[src/rtl/strobe_pkg.sv]
// strobe_pkg: shared event/state types and the one-hot grant encoder for strobe_sequencer.
package strobe_pkg;

    typedef struct packed {
        logic       rel;
        logic [1:0] chan;
    } evt_t;

    typedef enum logic [1:0] {IDLE, STROBE, GAP} state_t;

    typedef struct packed {
        logic       valid;
        logic       err;
        logic [1:0] chan;
    } enc_t;

    function automatic enc_t onehot_enc(input logic [3:0] v);
        return '{valid: $onehot(v), err: (v != 4'd0) && !$onehot(v), chan: {v[3] | v[2], v[3] | v[1]}};
    endfunction

endpackage

[src/rtl/strobe_fifo2w.sv]
// strobe_fifo2w: dual-write single-read event FIFO; free space already accounts for a same-cycle pop.
module strobe_fifo2w
    import strobe_pkg::*;
#(
    parameter int DEPTH = 8
) (
    input  logic                     i_clk,
    input  logic                     i_rst,
    input  logic                     i_we0,
    input  evt_t                     i_d0,
    input  logic                     i_we1,
    input  evt_t                     i_d1,
    input  logic                     i_re,
    output evt_t                     o_head,
    output logic [$clog2(DEPTH):0]   o_level,
    output logic [$clog2(DEPTH):0]   o_level_nxt,
    output logic [$clog2(DEPTH):0]   o_free
);

    localparam int AW = $clog2(DEPTH);
    localparam int LW = AW + 1;

    evt_t            r_mem [DEPTH];
    logic [AW-1:0]   r_wptr;
    logic [AW-1:0]   r_rptr;
    logic [LW-1:0]   r_level;

    assign o_head      = r_mem[r_rptr];
    assign o_level     = r_level;
    assign o_free      = LW'(DEPTH) - r_level + LW'(i_re);
    assign o_level_nxt = r_level + LW'(i_we0) + LW'(i_we1) - LW'(i_re);

    // i_we1 is only ever raised together with i_we0, so d1 lands one slot after d0
    always_ff @(posedge i_clk) begin
        if (i_rst) begin
            r_wptr  <= '0;
            r_rptr  <= '0;
            r_level <= '0;
        end else begin
            if (i_we0) r_mem[r_wptr] <= i_d0;
            if (i_we1) r_mem[r_wptr + AW'(1)] <= i_d1;
            r_wptr  <= r_wptr + AW'(i_we0) + AW'(i_we1);
            r_rptr  <= r_rptr + AW'(i_re);
            r_level <= o_level_nxt;
        end
    end

endmodule

[src/rtl/strobe_sequencer.sv]
// strobe_sequencer: queues abs/rel grants and replays them as timed strobe pulses with saturating statistics.
module strobe_sequencer
    import strobe_pkg::*;
#(
    parameter int DEPTH     = 8,
    parameter int PULSE_CYC = 2,
    parameter int GAP_CYC   = 1,
    parameter int CNT_W     = 8
) (
    input  logic                     ref_clk,
    input  logic                     reset,
    input  logic                     en,
    input  logic [3:0]               abs_idx,
    input  logic [3:0]               rel_idx,
    input  logic                     busy,
    output logic                     strobe,
    output logic                     strb_rel,
    output logic [1:0]               strb_chan,
    output logic [$clog2(DEPTH):0]   level,
    output logic [CNT_W-1:0]         busy_cnt,
    output logic [CNT_W-1:0]         ovf_cnt,
    output logic                     err,
    output logic                     idle
);

    localparam int LW = $clog2(DEPTH) + 1;
    localparam int CW = $clog2(PULSE_CYC + GAP_CYC + 1) + 1;

    enc_t            w_abs;
    enc_t            w_rel;
    evt_t            w_e0;
    evt_t            w_e1;
    evt_t            w_head;
    logic [1:0]      w_n;
    logic [1:0]      w_acc;
    logic [1:0]      w_drop;
    logic [LW-1:0]   w_level;
    logic [LW-1:0]   w_level_nxt;
    logic [LW-1:0]   w_free;
    logic [CNT_W:0]  w_ovf_sum;
    logic            w_pop;
    state_t          w_state_nxt;
    logic [CW-1:0]   w_cnt_nxt;

    state_t          r_state;
    logic [CW-1:0]   r_cnt;
    logic            r_strobe;
    evt_t            r_evt;
    logic [CNT_W-1:0] r_busy_cnt;
    logic [CNT_W-1:0] r_ovf_cnt;
    logic            r_err;
    logic            r_idle;

    assign w_abs     = onehot_enc(abs_idx);
    assign w_rel     = onehot_enc(rel_idx);
    assign w_n       = {1'b0, w_abs.valid} + {1'b0, w_rel.valid};
    assign w_e0      = w_abs.valid ? {1'b0, w_abs.chan} : {1'b1, w_rel.chan};
    assign w_e1      = {1'b1, w_rel.chan};
    // when space runs short the earlier (abs) event wins the remaining slot
    assign w_acc     = (w_free >= LW'(w_n)) ? w_n : w_free[1:0];
    assign w_drop    = w_n - w_acc;
    assign w_ovf_sum = {1'b0, r_ovf_cnt} + (CNT_W + 1)'(w_drop);

    strobe_fifo2w #(.DEPTH(DEPTH)) u_fifo (
        .i_clk       (ref_clk),
        .i_rst       (reset),
        .i_we0       (w_acc != 2'd0),
        .i_d0        (w_e0),
        .i_we1       (w_acc == 2'd2),
        .i_d1        (w_e1),
        .i_re        (w_pop),
        .o_head      (w_head),
        .o_level     (w_level),
        .o_level_nxt (w_level_nxt),
        .o_free      (w_free)
    );

    always_comb begin
        w_state_nxt = r_state;
        w_cnt_nxt   = r_cnt;
        w_pop       = 1'b0;
        case (r_state)
            IDLE: if (en && w_level != '0) begin
                w_pop       = 1'b1;
                w_state_nxt = STROBE;
                w_cnt_nxt   = CW'(PULSE_CYC - 1);
            end
            STROBE: if (r_cnt == '0) begin
                w_state_nxt = (GAP_CYC > 0) ? GAP : IDLE;
                w_cnt_nxt   = CW'(GAP_CYC) - CW'(1);
            end else begin
                w_cnt_nxt   = r_cnt - CW'(1);
            end
            GAP: if (r_cnt == '0) w_state_nxt = IDLE;
                 else w_cnt_nxt = r_cnt - CW'(1);
            default: w_state_nxt = IDLE;
        endcase
    end

    always_ff @(posedge ref_clk) begin
        if (reset) begin
            r_state    <= IDLE;
            r_cnt      <= '0;
            r_strobe   <= 1'b0;
            r_evt      <= '0;
            r_busy_cnt <= '0;
            r_ovf_cnt  <= '0;
            r_err      <= 1'b0;
            r_idle     <= 1'b1;
        end else begin
            r_state    <= w_state_nxt;
            r_cnt      <= w_cnt_nxt;
            r_strobe   <= w_state_nxt == STROBE;
            if (w_pop) r_evt <= w_head;
            if (busy && !(&r_busy_cnt)) r_busy_cnt <= r_busy_cnt + CNT_W'(1);
            r_ovf_cnt  <= w_ovf_sum[CNT_W] ? '1 : w_ovf_sum[CNT_W-1:0];
            r_err      <= r_err | w_abs.err | w_rel.err;
            r_idle     <= (w_state_nxt == IDLE) && (w_level_nxt == '0);
        end
    end

    assign strobe    = r_strobe;
    assign strb_rel  = r_evt.rel;
    assign strb_chan = r_evt.chan;
    assign level     = w_level;
    assign busy_cnt  = r_busy_cnt;
    assign ovf_cnt   = r_ovf_cnt;
    assign err       = r_err;
    assign idle      = r_idle;

endmodule

[config.mk]
export PLATFORM = sky130hd
export DESIGN_NAME = strobe_sequencer
export DESIGN_NICKNAME = d
export VERILOG_FILES = /design/src/rtl/strobe_pkg.sv /design/src/rtl/strobe_fifo2w.sv /design/src/rtl/strobe_sequencer.sv
export SDC_FILE = /design/constraint.sdc
export NUM_CORES = 1
export LEC_CHECK = 0
export BUFFER_PORTS_ARGS = -buffer_cell sky130_fd_sc_hd__buf_4
export CAP_MARGIN = 20
export CORE_MARGIN = 3
export CORE_UTILIZATION = 50
export CTS_BUF_LIST = sky130_fd_sc_hd__clkbuf_4
export CTS_CLUSTER_SIZE = 40
export DETAILED_ROUTE_END_ITERATION = 10
export GPL_ROUTABILITY_DRIVEN = 1
export HOLD_SLACK_MARGIN = 0.06
export PLACE_DENSITY = 0.7
export SLEW_MARGIN = 20
export SYNTH_ARGS = -nofsm -noshare
export SYNTH_HDL_FRONTEND = slang
export SYNTH_SLANG_ARGS = --single-unit
export TNS_END_PERCENT = 1
[constraint.sdc]
create_clock -name ref_clk -period 9.36 [get_ports ref_clk]
set_input_delay 0.468 -clock ref_clk [delete_from_list [all_inputs] [get_ports ref_clk]]
set_output_delay 0.468 -clock ref_clk [all_outputs]
set_load 0.01 [all_outputs]
==> results.md, run 1 <==
* Outcome: completed
* Final setup vio count at 0
* Synth Instances at 356
* Endpoints failing hold at 0
* Post-synthesis register bit count at a little over 60
* Placed cell count at 457
* Num CTS Buffers at 9
* Postcts setup bufs at 0
* Clk Latency, worst-skew pair at 0.41 ns
* CP arrival at about 5.5 ns
* Sequential share of the synthesized area at 0.3967
* Worst path cell trace: buf_4, inv_1, fa_1, inv_1, ha_1, ha_1, nor2_1, nand2_1, clkinv_1, ha_1, ha_1, nand2b_1, a211oi_1, nand2_1, a21oi_1, inv_1, ha_1, inv_1, ha_1, fa_1, nand2_1, nor2_1, nand4_1, a21oi_1
* Fin cells at ~470
* Antenna violations before repair at 0
* CP Launch Type: primary input
* Vias per cell at 5.732
* Largest cells by area after synthesis: dfxtp_1, edfxtp_1, ha_1, mux4_2, nor2_1
* Starting density of the core at 0.5331
* Share of cells above drive strength 1 at 0.1742
* Fin nets at around 440
* Upper clock frequency limit at 195.4 MHz
* Synth top area share at 0.2587
* Slew headroom at 0.4957
* Setup Skew at 0.01529 ns
* TritonCTS clock tree: yes
* Reg2Reg Setup Slack at 4.50 ns
* Dpl hpwl at 5240 um
* Drt pass-1 iters at 5
* Critical path's most frequent cell: ha_1
* Die ar. at 8001 um^2
* Pleak at 1.651 nW
* Yosys warnings at 0
* # fillers at 573
* # diodes at 0
* CP endpoint kind: register
* Remaining DRCs at 0
* Core ar. at 6531 um^2
* Hold Buf Count CTS at 0
* CTS root buf: clkbuf_4
* Avg Cell Area, Syn at between 9 and 10 um^2
* WL final at slightly above 7000 um
* CP required at about 9.7 ns
* Number of core rows at 29
* Max incr delay on CP at 0.53 ns
* Post-Place Setup Slack at 3.854 ns
* Hold Path Class: primary input to register
* Pin count of the biggest net entering global routing at 40
* All-Layer GR Usage at 0.1979
* Synthesized Nets at 403
* Yosys top cell by area: dfxtp_1
* GRT Residual Overflow at 0
* ANT nets after route at 0
* Most frequent cells in the layout: dfxtp_1, buf_4, nor2_1, ha_1, inv_1
* Post-Syn Area at 3482 um^2
* First-pass GRT wire length at 12010 um
* Setup TNS at 0 ns
* Distinct cell type count after synthesis at 46
* Fin worst setup slack at about 4.2 ns
* P per Cell Area at 293.9 nW/um^2
* Maximum resistive drop on vdd at ~0.11 mV
* Vias in the first global route at 2611
* DR WL/cell at 15.03 um
* Commonest non-fill, non-tap cell in the layout: dfxtp_1
* Resized cells post-CTS at 0
* Die Ht at 89.45 um
* Final Critical Period at roughly 5 ns
* CP Max Fanout at 9
* Worst-Margin Slew at 0.7537 ns
* Final slew viol count at 0
* Clock Sink Count at 61
* I/O Buffers at 37
* CTS H-tree depth at 3
* Max clock buf depth at 2
* Crit Path Class: primary input to register
* 1st-iter DRT viols at 217
* Max-cap violations at 0
* Slowest CP cell: fa_1
* Ratio of final minimum period to clock period at 0.5467
* Layout area overhead at 14.34%
* Via Count at 2711
* Clock transition at path regs at ~0.11 ns
* RSZ-0062 raised after global routing: no
* Routability congestion estimate at about 0.81
* Die X at between 80 and 90 um
* Io pins at 38
==> report_power, final <==
group / switching (mW) / internal (mW) / leakage, nW / total [mW]
registers: 0.0507 / 0.332 / 0.534 / 0.383
logic: 0.302 / 0.248 / 1.02 / 0.549
clock network: 0.0975 / 0.141 / 0.101 / 0.238
total: 0.450 / 0.720 / 1.65 / 1.17
==> cells by family after synthesis <==
group,synth area share
and+or+nand+nor,0.1682
AOI/OAI and AO/OA,0.1398
DFF,0.3967
buffers and inverters,0.04994
adders and majority gates,0.1344
xor gates and xnor gates,0.05785
muxes,0.05318
==> routing by layer <==
metal | GRT usage | routed length [um] | vias up | share of wire
met2 | 0.3081 | 3260 | 85 | 0.46
met5 | 0 | 0 | - | 0
met1 | 0.2569 | 3317 | 1247 | 0.47
met4 | 0.08390 | 132 | 0 | 0.019
li1 | - | - | 1365 | -
met3 | 0.05714 | 398 | 14 | 0.056
==> flip-flops by register name, indices dropped and copies added (netlist names) <==
name and cells:
idle 1, err 1, strb_chan 2, u_fifo.r_wptr 3, ovf_cnt 8, r_cnt 3
r_state 2, busy_cnt 8, u_fifo.r_rptr 3, strobe 1, strb_rel 1, u_fifo.o_level 4
u_fifo.r_mem 24
==> worst paths after layout <==
check | from | endpoint | depth (start not counted)
worst max-delay path | abs_idx[0] | ovf_cnt[5]$_SDFF_PP0_ | 24
worst min-delay path | abs_idx[2] | err$_SDFF_PP0_ | 5
worst min register to register | u_fifo.r_mem[0][2]$_SDFFE_PP1P_ | u_fifo.r_mem[0][2]$_SDFFE_PP1P_ | 2
worst max register to register | u_fifo.o_level[3]$_SDFF_PP0_ | ovf_cnt[5]$_SDFF_PP0_ | 21
==> cells in the mapped netlist, drive strengths merged <==
cell type and count:
a31oi 4, nand2 14, mux2i 5, inv 30, xor2 9, o21ai 16
a21oi 15, and4 1, ha 31, and4b 1, mux4 6, and2 1
fa 4, o211ai 4, o311ai 6, or2 2, clkinv 1, nand3 9
nor3b 4, a21o 2, or3b 1, a221oi 1, a22oi 1, clkbuf 6
a31o 1, nor2b 8, and3 3, xnor2 14, buf 7, edfxtp 16
o21a 1, nor2 35, nand4 10, nand2b 5, dfxtp 45, a211oi 5
a211o 1, nand4b 6, o221ai 1, o22ai 16, o21bai 1, nor3 7
==> cell type report <==
type,count,area (um^2),share of cell area
inverters,31,116.4,0.02923
repair buffers,37,277.8,0.06977
well taps,77,96.34,0.02420
clock inverters,5,100.1,0.02514
multi-input cells,251,1927,0.4840
flip-flops and latches,61,1381,0.3470
clock buffers,11,82.58,0.02074
==> critical path: cells and delay by family <==
kind	cells	cell delay, ns
simple gates	7	1.08
compound gates	3	0.93
fa+ha+maj	8	2.35
buf+inv	6	0.62
==> per-stage QoR <==
step | hold WS (ns) | total power, mW | cell area [um^2] | util
finish | 0.4039 | 1.170 | 3981 | 0.6096
global route | 0.4229 | 1.277 | 3981 | 0.6096
CTS | 0.3821 | 1.183 | 3981 | 0.6096
detailed placement | 0.4680 | 0.9400 | 3799 | 0.5816
global placement | 0.4732 | 0.9251 | 3799 | 0.5816
floorplan | 0.4503 | 0.8076 | 3482 | -
Power figures use the tool's default switching activity.
==> run 2, diff against run 1 <==
==> constraint.sdc (replaced) <==
create_clock -name ref_clk -period 5.2 [get_ports ref_clk]
set_input_delay 0.26 -clock ref_clk [delete_from_list [all_inputs] [get_ports ref_clk]]
set_output_delay 0.26 -clock ref_clk [all_outputs]
set_load 0.01 [all_outputs]
==> results.md, run 2 (synthesis results as in run 1) <==
* Die ar. at 8001 um^2
* Final slew viol count at 0
* Share of cells above drive strength 1 at 0.1779
* Most frequent cells in the layout: dfxtp_1, buf_4, nor2_1, ha_1, inv_1
* Endpoints failing hold at 0
* I/O Buffers at 37
* TritonCTS clock tree: yes
* Slew headroom at 0.5128
* Critical path's most frequent cell: ha_1
* Met1 Use GR at 0.2698
* Antenna violations before repair at 0
* Upper clock frequency limit at 213.3 MHz
* CP endpoint kind: register
* RSZ-0062 raised after global routing: no
* CTS root buf: clkbuf_4
* Die Ht at 89.45 um
* Final setup vio count at 0
* First-pass GRT wire length at 12230 um
* Remaining DRCs at 0
* Fin nets at 441
* DR WL/cell at between 15 and 20 um
* P per Cell Area at 517.2 nW/um^2
* Core ar. at between 6000 and 7000 um^2
* Vias in the first global route at 2603
* Die X at 89.45 um
* R2R Path Start: u_fifo.o_level[2]$_SDFF_PP0_
* All-Layer GR Usage at 0.2010
* Outcome: completed
* Pin count of the biggest net entering global routing at 40
* Max-cap violations at 0
* Commonest non-fill, non-tap cell in the layout: dfxtp_1
* Clock Sink Count at between 60 and 70
* Sequential Power Share at 0.337
* Via Count at 2710
* # diodes at 0
* Logic pwr share at 0.486
* CTS H-tree depth at 3
* Seq. cell area at 1381 um^2
* Clock Power Share at 0.177
* Layout area overhead at 14.19%
* Io pins at 38
* Clk Latency, worst-skew pair at 0.41 ns
* Sw Pwr at around 800 uW
* CP Max Fanout at 11
* Ratio of final minimum period to clock period at 0.9017
* Top reg by flops: u_fifo.r_mem
* Routability congestion estimate at 0.8291
* Max clock buf depth at 2
* Final Critical Period at between 4 and 5 ns
* Clock transition at path regs at 0.09 ns
* Max incr delay on CP at 0.42 ns
* Number of core rows at 29
* Dpl hpwl at 5253 um
* GRT Residual Overflow at 0
* Worst path cell trace: inv_1, ha_1, or3b_1, and3_1, inv_1, ha_1, inv_1, ha_1, ha_1, a211oi_1, nand2_1, a21oi_1, inv_1, ha_1, inv_1, ha_1, fa_1, nand2_1, nor2_2, or2_2, a21oi_1
* Setup Skew at 0.009400 ns
* WL final at a little over 7000 um
* Crit path from: u_fifo.o_level[2]$_SDFF_PP0_
* Met2 Resource Use GR at 0.3148
* Worst-Margin Slew at between 0.7 and 0.8 ns
* Num CTS Buffers at 9
* CP arrival at 5.03 ns
* Setup TNS at 0 ns
* Maximum resistive drop on vdd at 0.1651 mV
* 1st-iter DRT viols at 165
* Pleak at 1.649 nW
* Hold_sp: abs_idx[2]
* Starting density of the core at 0.5331
* Slowest CP cell: fa_1
* Hold Path Class: primary input to register
* Sw Ratio at 0.3935
* Crit Path Class: register to register
* Total Power at 2.057 mW
* Drt pass-1 iters at 4
* ANT nets after route at 0
* Int Power at 1.247 mW
* # fillers at 565
* CP required at about 5.5 ns
* CP Launch Type: register
* Grt peak-use layer: met2
* Vias per cell at 5.693
* Global routing usage on met3 at 0.04240
* Max reg flops at 24
* Multi-input logic area at slightly below 2000 um^2
## run 2: cell count changes in the layout (fill, tap and decap cells not counted), sizes merged
cell and change:
bufinv -1, clkinv +2, clkbuf -1, buf +3
## run 2: area by class of cell
type / instances / area share
inverters: 31 / 0.02926
repair buffers: 40 / 0.07552
flip-flops and latches: 61 / 0.3474
well taps: 77 / 0.02423
clock inverters: 6 / 0.01951
multi-input cells: 251 / 0.4852
clock buffers: 10 / 0.01888
## run 2: per-layer routing
layer	share of wire	vias to the layer above
met1	0.47	1248
met4	0.020	0
met3	0.053	16
met5	0	-
met2	0.45	86
li1	-	1360
## run 2: stage by stage
stage,instance area [um^2],hold slack (ns),util,setup WS [ns],instances
CTS,3966,0.1827,0.6073,0.4452,475
finish,3976,0.1863,0.6088,0.5112,476
global route,3976,0.2186,0.6088,0.05182,476
floorplan,3482,0.4503,-,0.4738,356
global placement,3814,0.4733,0.5839,0.2356,459
detailed placement,3814,0.4753,0.5839,0.1401,459
## run 2: path summary, 6_finish.rpt
kind	endpoint	slack (ns)	depth (start not counted)
worst max-delay path	ovf_cnt[4]$_SDFF_PP0_	0.51	21
worst min register to register	err$_SDFF_PP0_	0.49	2
worst min-delay path	err$_SDFF_PP0_	0.19	5
worst max register to register	ovf_cnt[4]$_SDFF_PP0_	0.51	21
## run 2: what timing repair did
item / CTS / global route
setup endpoints to repair: 0 / 6
resized for setup: 0 / 1
buffers inserted: 0 / 1
hold buffers: 0 / 0
## run 2: critical path, delay by kind of cell (launching register included)
family	cells	cell delay, ns
AO/OA/AOI/OAI	3	0.68
adder cells (fa/ha/maj)	7	1.86
buffers and inverters	5	0.37
flip-flops	1	0.36
AND/OR/NAND/NOR	6	1.34
## run 2: power by group through the flow
stage | Sequential (mW) | Combinational (mW) | Clock [mW]
after detailed placement | 0.705 | 0.994 | 0
after CTS | 0.695 | 1.00 | 0.370
after floorplan | 0.683 | 0.771 | 0
final | 0.693 | 1.00 | 0.363
after global placement | 0.701 | 0.963 | 0
after global routing | 0.709 | 1.15 | 0.390
==> run 3, diff against run 2 <==
--- a/config.mk
+++ b/config.mk
@@ -6,10 +6,8 @@
 export NUM_CORES = 1
 export LEC_CHECK = 0
 export BUFFER_PORTS_ARGS = -buffer_cell sky130_fd_sc_hd__buf_4
-export CAP_MARGIN = 20
 export CORE_MARGIN = 3
 export CORE_UTILIZATION = 50
-export CTS_BUF_LIST = sky130_fd_sc_hd__clkbuf_4
 export CTS_CLUSTER_SIZE = 40
 export DETAILED_ROUTE_END_ITERATION = 10
 export GPL_ROUTABILITY_DRIVEN = 1
==> results.md, run 3 (synthesis results as in run 1) <==
* Outcome: completed
* 1st-iter DRT viols at 146
* Routability congestion estimate at 0.8291
* Max clock buf depth at 2
* Final setup vio count at 0
* # fillers at 561
* Most frequent cells in the layout: dfxtp_1, buf_4, nor2_1, ha_1, inv_1
* CTS H-tree depth at 3
* Slew headroom at 0.5171
* CP Launch Type: register
* ANT nets after route at 0
* R2R Path End: ovf_cnt[4]$_SDFF_PP0_
* Clk Latency, worst-skew pair at 0.34 ns
* All-Layer GR Usage at 0.1986
* Fin nets at 441
* Crit Path Class: register to register
* Commonest non-fill, non-tap cell in the layout: dfxtp_1
* Die X at 89.45 um
* CP endpoint kind: register
* Clock Sink Count at 61
* Endpoints failing hold at 0
* Ratio of final minimum period to clock period at 0.8966
* Hold Path Class: primary input to register
* Final Critical Period at 4.662 ns
* Number of core rows at 29
* CTS root buf: clkbuf_8
* Setup TNS at 0 ns
* First-pass GRT wire length at 12110 um
* Pin count of the biggest net entering global routing at 40
* Top reg by flops: u_fifo.r_mem
* Worst hold path cell count at 5
* WHS Endpoint: err$_SDFF_PP0_
* Vias per cell at between 5 and 6
* I/O Buffers at 37
* Hold_sp: abs_idx[2]
* Via Count at 2723
* Max reg flops at 24
* Upper clock frequency limit at roughly 210 MHz
* Starting density of the core at 0.5331
* Layout area overhead at 15.70%
* Dpl hpwl at approximately 5300 um
* CP arrival at 4.93 ns
* Worst-Margin Slew at between 0.7 and 0.8 ns
* Hold Buf Count CTS at 0
* Final slew viol count at 0
* RSZ-0062 raised after global routing: no
* CP Max Fanout at 11
* Antenna violations before repair at 0
* Core ar. at 6531 um^2
* Share of cells above drive strength 1 at 0.1754
* CP required at 5.47 ns
* Drt pass-1 iters at 4
* TritonCTS clock tree: yes
* Setup Skew at 0.004790 ns
* Max-cap violations at 0
* WL final at 7162 um
* R2R cell count at 21
* Num CTS Buffers at 9
* Vias in the first global route at 2568
* Clock transition at path regs at ~0.060 ns
* Io pins at 38
* Remaining DRCs at 0
* Final Util at 0.6169
* Seq. cell area at 1381 um^2
* # diodes at 0
* DR WL/cell at 15.05 um
* P per Cell Area at 529.8 nW/um^2
* Die Ht at 89.45 um
* R2R Path Start: u_fifo.o_level[2]$_SDFF_PP0_
* GRT Residual Overflow at 0
* Maximum resistive drop on vdd at ~0.18 mV
* Multi-input logic area at 1929 um^2
* Reg2Reg Setup Slack at 0.54 ns
* Pleak at approximately 1.7 nW
* Die ar. at 8001 um^2
==> run 3: worst max-delay path, cell delays in order (launching register included) <==
cell      delay [ns]
dfxtp_1         0.34
inv_1           0.11
ha_1            0.15
or3b_1          0.36
and3_1          0.37
inv_1           0.11
ha_1            0.16
inv_1           0.04
ha_1            0.33
ha_1            0.33
a211oi_1        0.27
nand2_1         0.15
a21oi_1         0.27
inv_1           0.07
ha_1            0.28
inv_1           0.04
ha_1            0.19
fa_1            0.42
nand2_1         0.11
nor2_2          0.06
or2_2           0.28
a21oi_1         0.13
==> run 3: cell type report <==
cell class	instances	area share
Multi-Input combinational cell	251	0.4789
Clock buffer	10	0.03168
Sequential cell	61	0.3429
Timing Repair Buffer	40	0.07453
Tap cell	77	0.02391
Clock inverter	6	0.01925
Inverter	31	0.02888
==> run 3: metal layers <==
layer,up-vias,part of all wire,global-route usage
met5,-,0,0
met3,9,0.058,0.05069
met1,1268,0.47,0.2688
met4,0,0.020,0.07307
met2,87,0.45,0.3068
li1,1359,-,-
==> run 3: through the flow <==
stage	power [mW]	hold WS, ns	worst slack, ns	cell area, um^2	cells
after global routing	2.323	0.2985	0.05302	4029	476
after floorplan	1.454	0.4503	0.4738	3482	356
after detailed placement	1.699	0.4753	0.1401	3814	459
after global placement	1.665	0.4733	0.2356	3814	459
final	2.134	0.2646	0.5378	4029	476
after CTS	2.145	0.2611	0.4550	4019	475
==> run 3: power by group <==
group          leakage (nW)  switching, mW  internal (mW)
Combinational          1.03          0.545          0.454
Clock                 0.105          0.176          0.265
Sequential            0.534         0.0958          0.598
Total                  1.67          0.817           1.32
==> run 3: repair_timing <==
item                       in CTS  in global routing
buffers inserted                0                  1
setup endpoints to repair       0                  6
resized for setup               0                  1
==> run 3: worst max path at each step <==
stage | from | endpoint | slack, ns | cells after the start
global route | u_fifo.o_level[2]$_SDFF_PP0_ | ovf_cnt[7]$_SDFF_PP0_ | 0.05 | 22
detailed placement | rel_idx[0] | ovf_cnt[0]$_SDFF_PP0_ | 0.14 | 21
finish | u_fifo.o_level[2]$_SDFF_PP0_ | ovf_cnt[4]$_SDFF_PP0_ | 0.54 | 21
floorplan | abs_idx[0] | ovf_cnt[4]$_SDFF_PP0_ | 0.47 | 23
CTS | u_fifo.o_level[2]$_SDFF_PP0_ | ovf_cnt[0]$_SDFF_PP0_ | 0.45 | 21
global placement | rel_idx[0] | ovf_cnt[1]$_SDFF_PP0_ | 0.24 | 22
